`config.mk`:
```
export PLATFORM = sky130hd
export DESIGN_NAME = stream_mux_rr
export DESIGN_NICKNAME = d
export VERILOG_FILES = /design/src/rtl/stream_mux_rr.sv
export SDC_FILE = /design/constraint.sdc
export NUM_CORES = 1
export LEC_CHECK = 0
export ABC_AREA = 0
export BUFFER_PORTS_ARGS = -buffer_cell sky130_fd_sc_hd__buf_2
export CORE_MARGIN = 2
export CORE_UTILIZATION = 44
export DETAILED_ROUTE_END_ITERATION = 10
export PLACE_DENSITY = 0.8
export SYNTH_ARGS = -nofsm -noshare
export SYNTH_HDL_FRONTEND = slang
export SYNTH_SLANG_ARGS = --single-unit
export TNS_END_PERCENT = 5
```
`constraint.sdc`:
```
create_clock -name clk -period 2.8 [get_ports clk]
set_input_delay 0.14 -clock clk [delete_from_list [all_inputs] [get_ports clk]]
set_output_delay 0.14 -clock clk [all_outputs]
set_load 0.01 [all_outputs]
```
`src/rtl/stream_mux_rr.sv`:
```
// Registered N-to-1 valid/ready stream multiplexer with fixed-select and round-robin modes.
// One output register, one-cycle latency, full throughput when the consumer is always ready.

module stream_mux_rr #(
  parameter  int NUM_CH = 4,
  parameter  int DATA_W = 8,
  localparam int SEL_W  = (NUM_CH > 2) ? $clog2(NUM_CH) : 1
) (
  input  logic                     clk,
  input  logic                     rst_n,
  input  logic                     mode_i,
  input  logic [SEL_W-1:0]         sel_i,
  input  logic [NUM_CH-1:0]        in_valid_i,
  input  logic [NUM_CH*DATA_W-1:0] in_data_i,
  output logic [NUM_CH-1:0]        in_ready_o,
  output logic                     out_valid_o,
  output logic [DATA_W-1:0]        out_data_o,
  output logic [SEL_W-1:0]         out_ch_o,
  input  logic                     out_ready_i
);

  localparam int PW = SEL_W + 1;

  logic              out_valid_q, out_valid_d;
  logic [DATA_W-1:0] out_data_q,  out_data_d;
  logic [SEL_W-1:0]  out_ch_q,    out_ch_d;
  logic [SEL_W-1:0]  rr_ptr_q,    rr_ptr_d;

  logic              load_en_s;
  logic              fix_vld_s;
  logic              rr_vld_s;
  logic [SEL_W-1:0]  rr_idx_s;
  logic              grant_vld_s;
  logic [SEL_W-1:0]  grant_idx_s;
  logic [DATA_W-1:0] grant_data_s;
  logic              xfer_s;

  assign load_en_s = !out_valid_q || out_ready_i;

  // Fixed-mode grant: sel must name an existing channel that is offering data.
  always_comb begin
    fix_vld_s = 1'b0;
    for (int i = 0; i < NUM_CH; i++) begin
      fix_vld_s = fix_vld_s | ((sel_i == SEL_W'(i)) & in_valid_i[i]);
    end
  end

  // Round-robin scan starting just after the last granted channel; rr_ptr itself is visited last.
  always_comb begin
    logic [PW-1:0]    cand_w;
    logic [SEL_W-1:0] cand;
    rr_vld_s = 1'b0;
    rr_idx_s = '0;
    for (int off = 1; off <= NUM_CH; off++) begin
      cand_w = {1'b0, rr_ptr_q} + PW'(off);
      if (cand_w >= PW'(NUM_CH)) begin
        cand_w = cand_w - PW'(NUM_CH);
      end else begin
        cand_w = cand_w;
      end
      cand = cand_w[SEL_W-1:0];
      if (!rr_vld_s && in_valid_i[cand]) begin
        rr_vld_s = 1'b1;
        rr_idx_s = cand;
      end else begin
        rr_vld_s = rr_vld_s;
      end
    end
  end

  // Mode select between the two grant sources.
  always_comb begin
    if (mode_i) begin
      grant_vld_s = rr_vld_s;
      grant_idx_s = rr_idx_s;
    end else begin
      grant_vld_s = fix_vld_s;
      grant_idx_s = sel_i;
    end
  end

  // Data mux driven only by the grant index, so in_ready never depends on data.
  always_comb begin
    grant_data_s = '0;
    for (int i = 0; i < NUM_CH; i++) begin
      grant_data_s = grant_data_s |
                     ((grant_idx_s == SEL_W'(i)) ? in_data_i[i*DATA_W +: DATA_W] : {DATA_W{1'b0}});
    end
  end

  // Gating with rst_n keeps every channel stalled while the block is held in reset.
  assign xfer_s = rst_n && load_en_s && grant_vld_s;

  // One-hot ready towards the granted channel.
  always_comb begin
    in_ready_o = '0;
    for (int i = 0; i < NUM_CH; i++) begin
      in_ready_o[i] = xfer_s && (grant_idx_s == SEL_W'(i));
    end
  end

  // Next state of the output register and round-robin pointer.
  always_comb begin
    out_valid_d = out_valid_q;
    out_data_d  = out_data_q;
    out_ch_d    = out_ch_q;
    rr_ptr_d    = rr_ptr_q;
    if (load_en_s) begin
      if (grant_vld_s) begin
        out_valid_d = 1'b1;
        out_data_d  = grant_data_s;
        out_ch_d    = grant_idx_s;
        rr_ptr_d    = mode_i ? grant_idx_s : rr_ptr_q;
      end else begin
        out_valid_d = 1'b0;
      end
    end else begin
      out_valid_d = out_valid_q;
    end
  end

  // State registers; rr_ptr resets to the last channel so channel 0 wins first.
  always_ff @(posedge clk or negedge rst_n) begin
    if (!rst_n) begin
      out_valid_q <= 1'b0;
      out_data_q  <= '0;
      out_ch_q    <= '0;
      rr_ptr_q    <= SEL_W'(NUM_CH - 1);
    end else begin
      out_valid_q <= out_valid_d;
      out_data_q  <= out_data_d;
      out_ch_q    <= out_ch_d;
      rr_ptr_q    <= rr_ptr_d;
    end
  end

  assign out_valid_o = out_valid_q;
  assign out_data_o  = out_data_q;
  assign out_ch_o    = out_ch_q;

  stream_mux_rr_chk #(
    .NUM_CH (NUM_CH),
    .DATA_W (DATA_W)
  ) u_chk (
    .clk         (clk),
    .rst_n       (rst_n),
    .in_valid_i  (in_valid_i),
    .in_ready_i  (in_ready_o),
    .out_valid_i (out_valid_q),
    .out_data_i  (out_data_q),
    .out_ch_i    (out_ch_q),
    .out_ready_i (out_ready_i)
  );

endmodule

// Protocol properties of the mux boundary: single grant, grant only to offering channels,
// and a stable output word while the consumer stalls.
module stream_mux_rr_chk #(
  parameter  int NUM_CH = 4,
  parameter  int DATA_W = 8,
  localparam int SEL_W  = (NUM_CH > 2) ? $clog2(NUM_CH) : 1
) (
  input logic              clk,
  input logic              rst_n,
  input logic [NUM_CH-1:0] in_valid_i,
  input logic [NUM_CH-1:0] in_ready_i,
  input logic              out_valid_i,
  input logic [DATA_W-1:0] out_data_i,
  input logic [SEL_W-1:0]  out_ch_i,
  input logic              out_ready_i
);

  a_ready_onehot : assert property (@(posedge clk) disable iff (!rst_n)
    $onehot0(in_ready_i))
    else $error("in_ready has more than one bit set");

  a_ready_needs_valid : assert property (@(posedge clk) disable iff (!rst_n)
    (in_ready_i & ~in_valid_i) == '0)
    else $error("in_ready raised for a channel that is not valid");

  a_stall_no_ready : assert property (@(posedge clk) disable iff (!rst_n)
    (out_valid_i && !out_ready_i) |-> (in_ready_i == '0))
    else $error("in_ready raised while output is stalled");

  a_stall_stable : assert property (@(posedge clk) disable iff (!rst_n)
    (out_valid_i && !out_ready_i) |=> (out_valid_i && $stable(out_data_i) && $stable(out_ch_i)))
    else $error("output word changed while stalled");

endmodule
```
# Word level (Yosys, flattened, before mapping)
# Index checks and enable logic that the tools add are counted.
op_classes:
  add_sub_neg: 8
  order_cmp: 8
  eq_ne: 6
  n_mux: 27
  bitwise: 10
  reduce_logical: 18
ops:
  columns: ["cell", "count"]
  rows:
  - ["8-bit 2-to-1 mux", 4]
  - ["8-bit OR", 3]
  - ["2-bit 2-to-1 mux", 9]
  - ["3-bit >= comparator (second input constant)", 4]
  - ["2-bit by 3-bit less-than comparator with 1-bit output (second input constant)", 4]
  - ["1-bit 2-to-1 mux", 10]
  - ["1-bit logical AND", 9]
  - ["1-bit binary-select mux with 2-bit select", 4]
  - ["2-bit equality test (second input constant)", 4]
  - ["2-bit by 1-bit subtractor with 2-bit output (second input constant)", 4]
  - ["2-bit by 2-bit adder with 3-bit output (second input constant)", 2]
  - ["1-bit bitwise AND", 4]
  - ["2-bit by 1-bit equality test with 1-bit output (second input constant)", 2]
  - ["1-bit zero test", 4]
  - ["2-bit zero test", 2]
  - ["2-bit by 1-bit adder with 3-bit output (second input constant)", 1]
  - ["2-bit by 3-bit adder with 3-bit output (second input constant)", 1]
  - ["1-bit OR", 3]
  - ["3-bit AND reduction", 1]
  - ["2-bit AND reduction", 1]
  - ["1-bit logical OR", 1]
totals:
  register_bits: 13
  inputBits: 42
  out_inout_bits: 15
  wordCells: 81

# Logic depth before layout (Yosys ltp)
depth:
  depth_word: 21
  ltp_mapped: 8
  mapped_depth_nobuf: 6

# Worst setup path after synthesis
# No wires, ideal clock.
synth_timing:
  path_type: "register -> register"
  from: "register rr_ptr_q[0]"
  to: "register rr_ptr_q[0]"
  setup_ns: 0.083
  arrival_time_ns: 1.908
  setup_slack_ns: 0.809
  path_stages_with_launch: 8
  synth_period_minus_slack_ns: 1.991
  cell_sequence: "dfstp_2 buf_4 mux2_4 nor4b_1 o31ai_1 and3_1 buf_6 a221o_1"
synth_between:
  elab_chain_len: 17
  word_cells_on_any_way: 41
  cone_classes: "add/sub: 8; order compare: 4; mux: 22; reduce/logical: 7"
synth_rtl:
  columns: ["item", "line", "rtl"]
  rows:
  - ["start: declaration", "27", "logic [SEL_W-1:0] rr_ptr_q, rr_ptr_d;"]
  - ["start signal: assignment", "128", "rr_ptr_q <= SEL_W'(NUM_CH - 1);"]
  - ["start signal: assignment", "133", "rr_ptr_q <= rr_ptr_d;"]
  - ["2-bit by 1-bit adder with 3-bit output", "55", "cand_w = {1'b0, rr_ptr_q} + PW'(off);"]
  - ["3-bit >= comparator / 2-bit by 1-bit subtractor with 2-bit output (equally long branches)", "56, 57", null]
  - ["2-bit 2-to-1 mux", "56", "if (cand_w >= PW'(NUM_CH)) begin"]
  - ["1-bit binary-select mux with 2-bit select", "62", "if (!rr_vld_s && in_valid_i[cand]) begin"]
  - ["1-bit 2-to-1 mux (implied by the code)", "62", null]
  - ["1-bit 2-to-1 mux", "62", null]
  - ["1-bit zero test", "62", null]
  - ["1-bit logical AND", "62", null]
  - ["1-bit 2-to-1 mux", "62", null]
  - ["1-bit zero test", "62", null]
  - ["1-bit logical AND", "62", null]
  - ["1-bit 2-to-1 mux", "62", null]
  - ["1-bit zero test", "62", null]
  - ["1-bit logical AND", "62", null]
  - ["1-bit 2-to-1 mux", "62", null]
  - ["1-bit 2-to-1 mux", "73", "if (mode_i) begin"]
  - ["3-bit AND reduction (no line)", null, null]
# Parallel ways exist; a longest one is shown, timed or not. The select of a mux whose other input is x is not followed.
# A chain may end at the register's enable or synchronous reset.

# Worst setup path after layout
layout_timing:
  from: "register rr_ptr_q[1]"
  to: "output in_ready_o[2]"
layout_between:
  elab_chain_len: 18
  word_cells_on_any_way: 43
  cone_classes: "add/sub: 8; order compare: 4; eq/ne: 1; mux: 22; reduce/logical: 8"
layout_rtl:
  columns: ["item", "line", "rtl"]
  rows:
  - ["2-bit by 1-bit adder with 3-bit output", "55", null]
  - ["3-bit >= comparator / 2-bit by 1-bit subtractor with 2-bit output (equally long branches)", "56, 57", null]
  - ["2-bit 2-to-1 mux", "56", null]
  - ["1-bit binary-select mux with 2-bit select", "62", null]
  - ["1-bit 2-to-1 mux (implied by the code)", "62", null]
  - ["1-bit 2-to-1 mux", "62", null]
  - ["1-bit zero test", "62", null]
  - ["1-bit logical AND", "62", null]
  - ["[2 not listed]", null, null]
  - ["1-bit logical AND", "62", null]
  - ["1-bit 2-to-1 mux", "62", null]
  - ["1-bit zero test", "62", null]
  - ["1-bit logical AND", "62", null]
  - ["2-bit 2-to-1 mux / 1-bit 2-to-1 mux (equally long branches)", "62", null]
  - ["2-bit 2-to-1 mux / 1-bit 2-to-1 mux (equally long branches)", "73", null]
  - ["2-bit equality test / 1-bit logical AND (equally long branches)", "98, 92", null]
  - ["1-bit logical AND *", "98", "in_ready_o[i] = xfer_s && (grant_idx_s == SEL_W'(i));"]
  - ["end: declaration", "15", "output logic [NUM_CH-1:0] in_ready_o,"]
# Every way passes the cells marked *; elsewhere a longest branch is shown, timed or not. The select of a mux whose other input is x is not followed.

==> flow_metrics.tcl <==
set metrics [dict create \
    synth_ff_type "dfrtp_1" \
    clockBufferDepth 2 \
    synth_top_family_by_area "multiplexers" \
    diodes 0 \
    root_buffer "clkbuf_4" \
    cp_max_fo 12 \
    final_cell_mix "56 x buf_2, 19 x nand2_1, 16 x mux2i_1, 11 x dfrtp_1, 8 x o221ai_1" \
    synth-xor-area-share_pct 0 \
    syn_area_um2 1020 \
    placed_cell_area_um2 1290 \
    rr_worst_depth 7 \
    port_buffers 56 \
    synth_simple_gate_area_share_pct 21.3 \
    clkSinkCount 13 \
    fin_crit_ns 2.55 \
    postSynthNetCount 152 \
    power.density_nw_per_um2 707 \
    setup_viol 0 \
    clkLatencyLatePin_ns 0.28 \
    synth.distinct_cells 34 \
    setup_tns_ns 0 \
    clock_power_share_pct 12.7 \
    fin_skew_ns 0.00621 \
    tightest_slew_ns 0.552 \
    status "finished clean" \
    initial_utilization_pct 46.2 \
    wl_per_cell_um 14.1 \
    drt-vias-per-instance 5.72 \
    netlist.area_leader.share_pct 27.0 \
    max_cap_violations 0 \
    synth_top_area_cell "dfrtp_1" \
    critical_path_arrival_ns 2.41 \
    fin_nets 208 \
    rsz0062_at_grt "no" \
    num_rows 17 \
    drtIter0Drc 33 \
    antenna_left 0 \
    synthCells 110 \
    gp_congestion 0.825 \
    post-dp-hpwl_um 2140 \
    grt_pass1_wl_um 4230 \
    fmax_mhz 392 \
    design_area_um2 1330 \
    cts_buffers 3 \
    slew_headroom_pct 63.2 \
    drive_above_1_share_pct 41.8 \
    grt_remaining_overflow 0 \
    ys_ff_latch 13 \
    start_kind "register" \
    antenna_found_initial 0 \
    areaGrowthSynthToFinish_pct 29.8 \
    core-area_um2 2210 \
    postSynth.asyncResetShare_pct 100 \
    power.leakage_nw 0.687 \
    slew_viol_final 0 \
    holdCritPathClass "in2reg" \
    irDropWorstVdd_mv 0.547 \
    cts-htree-levels 1 \
    hold_depth 2 \
    synth_compound_area_share_pct 18.1 \
    syn_area_per_cell_um2 9.28 \
    p_switching_w 0.000378 \
    synth_warnings 0 \
    dr.pass1.iters 4 \
    grt_pass1_vias 979 \
    grt_usage_pct 20.8 \
    swShare_pct 40.4 \
    grt_max_degree 21 \
    ioPinCount 57 \
    totalWireLength_um 2720 \
    clkTransAtPathRegs_ns 0.08 \
    via_count 1103 \
    cts_tree "built" \
    synth-edff-count 0 \
    intPower_w 0.000559 \
    crit_required_ns 2.66 \
    fp.dieW_um 52.2 \
    end_kind "output pin" \
    synth_mux_area_share_pct 21.6 \
    drc_errors 0 \
    ys_top_cells_by_area "dfrtp_1 27%, mux2i_1 16%, nand2_1 7.0%" \
    layout_commonest_cell "buf_2" \
    seq_power_share_pct 37.2 \
    synthAdderAreaFrac_pct 0 \
    ys_seq_area_share_pct 32.1 \
    finalHoldViolations 0 \
    fp.dieH_um 52.2 \
    finalCritPeriodShare_pct 91.1 \
    combPwrFrac_pct 50.2 \
    worstSetupPathType "reg2out" \
    dieArea_um2 2720 \
    post_cts_buffers 0 \
]
worst paths after layout:
check	startpoint	to	slack [ns]
hold / removal	mode_i	rr_ptr_q[1]	0.07
min in group asynchronous	rst_n	out_data_o[4]	0.30
max in group asynchronous	rst_n	rr_ptr_q[0]	2.21
setup / recovery	rr_ptr_q[1]	in_ready_o[2]	0.25
hold reg to reg	out_data_o[3]	out_data_o[3]	0.49
setup reg to reg	rr_ptr_q[0]	out_data_o[0]	0.53
timing repair:
action | in CTS | in global routing
resized for setup | 0 | 0
endpoints found under the setup margin | 0 | 0
hold buffers | 1 | 0
hold endpoints to repair | 11 | 0
layer usage:
| metal | vias to the layer above | share of wire, % | track usage, % |
|---|---|---|---|
| li1 | 529 | - | - |
| met1 | 530 | 39 | 25.8 |
| met5 | - | 0 | 0 |
| met4 | 0 | 0.96 | 7.26 |
| met2 | 40 | 54 | 36.5 |
| met3 | 4 | 6.1 | 3.43 |
metrics by stage:
step	total power [W]	setup WS [ns]	hold slack, ns	instances	util (%)
3_5_place_dp	0.000818	0.554	0.0529	188	58.3
6_report	0.000937	0.249	0.0678	193	59.9
5_1_grt	0.00101	0.0590	0.0605	193	59.9
4_1_cts	0.000940	0.248	0.0586	193	59.9
2_1_floorplan	0.000685	0.809	-0.156	110	-
3_3_place_gp	0.000803	0.655	0.0495	188	58.3
worst max-delay path, cell delays in order, from the launching register on:
cell,delay (ns)
dfstp_2,0.65
nand2b_1,0.15
nor3_1,0.05
o31ai_1,0.36
and3_1,0.45
nand2_1,0.12
nor3_1,0.18
buf_2,0.17
power groups by stage:
stage	logic [W]	registers, W	clock network (W)
floorplan	0.000342	0.000343	0
global placement	0.000455	0.000348	0
detailed placement	0.000470	0.000348	0
CTS	0.000472	0.000347	0.000121
global route	0.000516	0.000360	0.000133
finish	0.000470	0.000348	0.000119
cells in the mapped netlist (2+ instances only):
library cell  instances
a21oi_1               4
and3_1                2
buf_2                 2
buf_4                 3
buf_6                 2
dfrtp_1              11
dfstp_2               2
inv_1                 4
mux2i_1              16
mux4_2                2
nand2_1              19
nand2_2               2
nand2b_1              4
nand3_1               2
nor2_1                4
nor3_1                3
nor4_1                2
o21ai_0               2
o221ai_1              8
o31ai_1               2
cell families (layout without fill, tap and decap cells):
| family | count (synthesis) | count (layout) |
|---|---|---|
| compound gates | 23 | 23 |
| buf+inv | 11 | 66 |
| flops | 13 | 13 |
| mux | 19 | 19 |
| simple gates | 44 | 44 |
final cells by class:
type | instances | area, um^2
Clock buffer | 4 | 26.3
Fill cell | 212 | 887
Inverter | 4 | 15.0
Multi-Input combinational cell | 86 | 623
Sequential cell | 13 | 328
Tap cell | 28 | 35.0
Timing Repair Buffer | 58 | 298
flip-flops by register name, summed over array words and instances (netlist names):
register,flops
rr_ptr_q,2
out_ch_o,2
out_valid_o,1
out_data_o,8
Power figures use the tool's default switching activity.
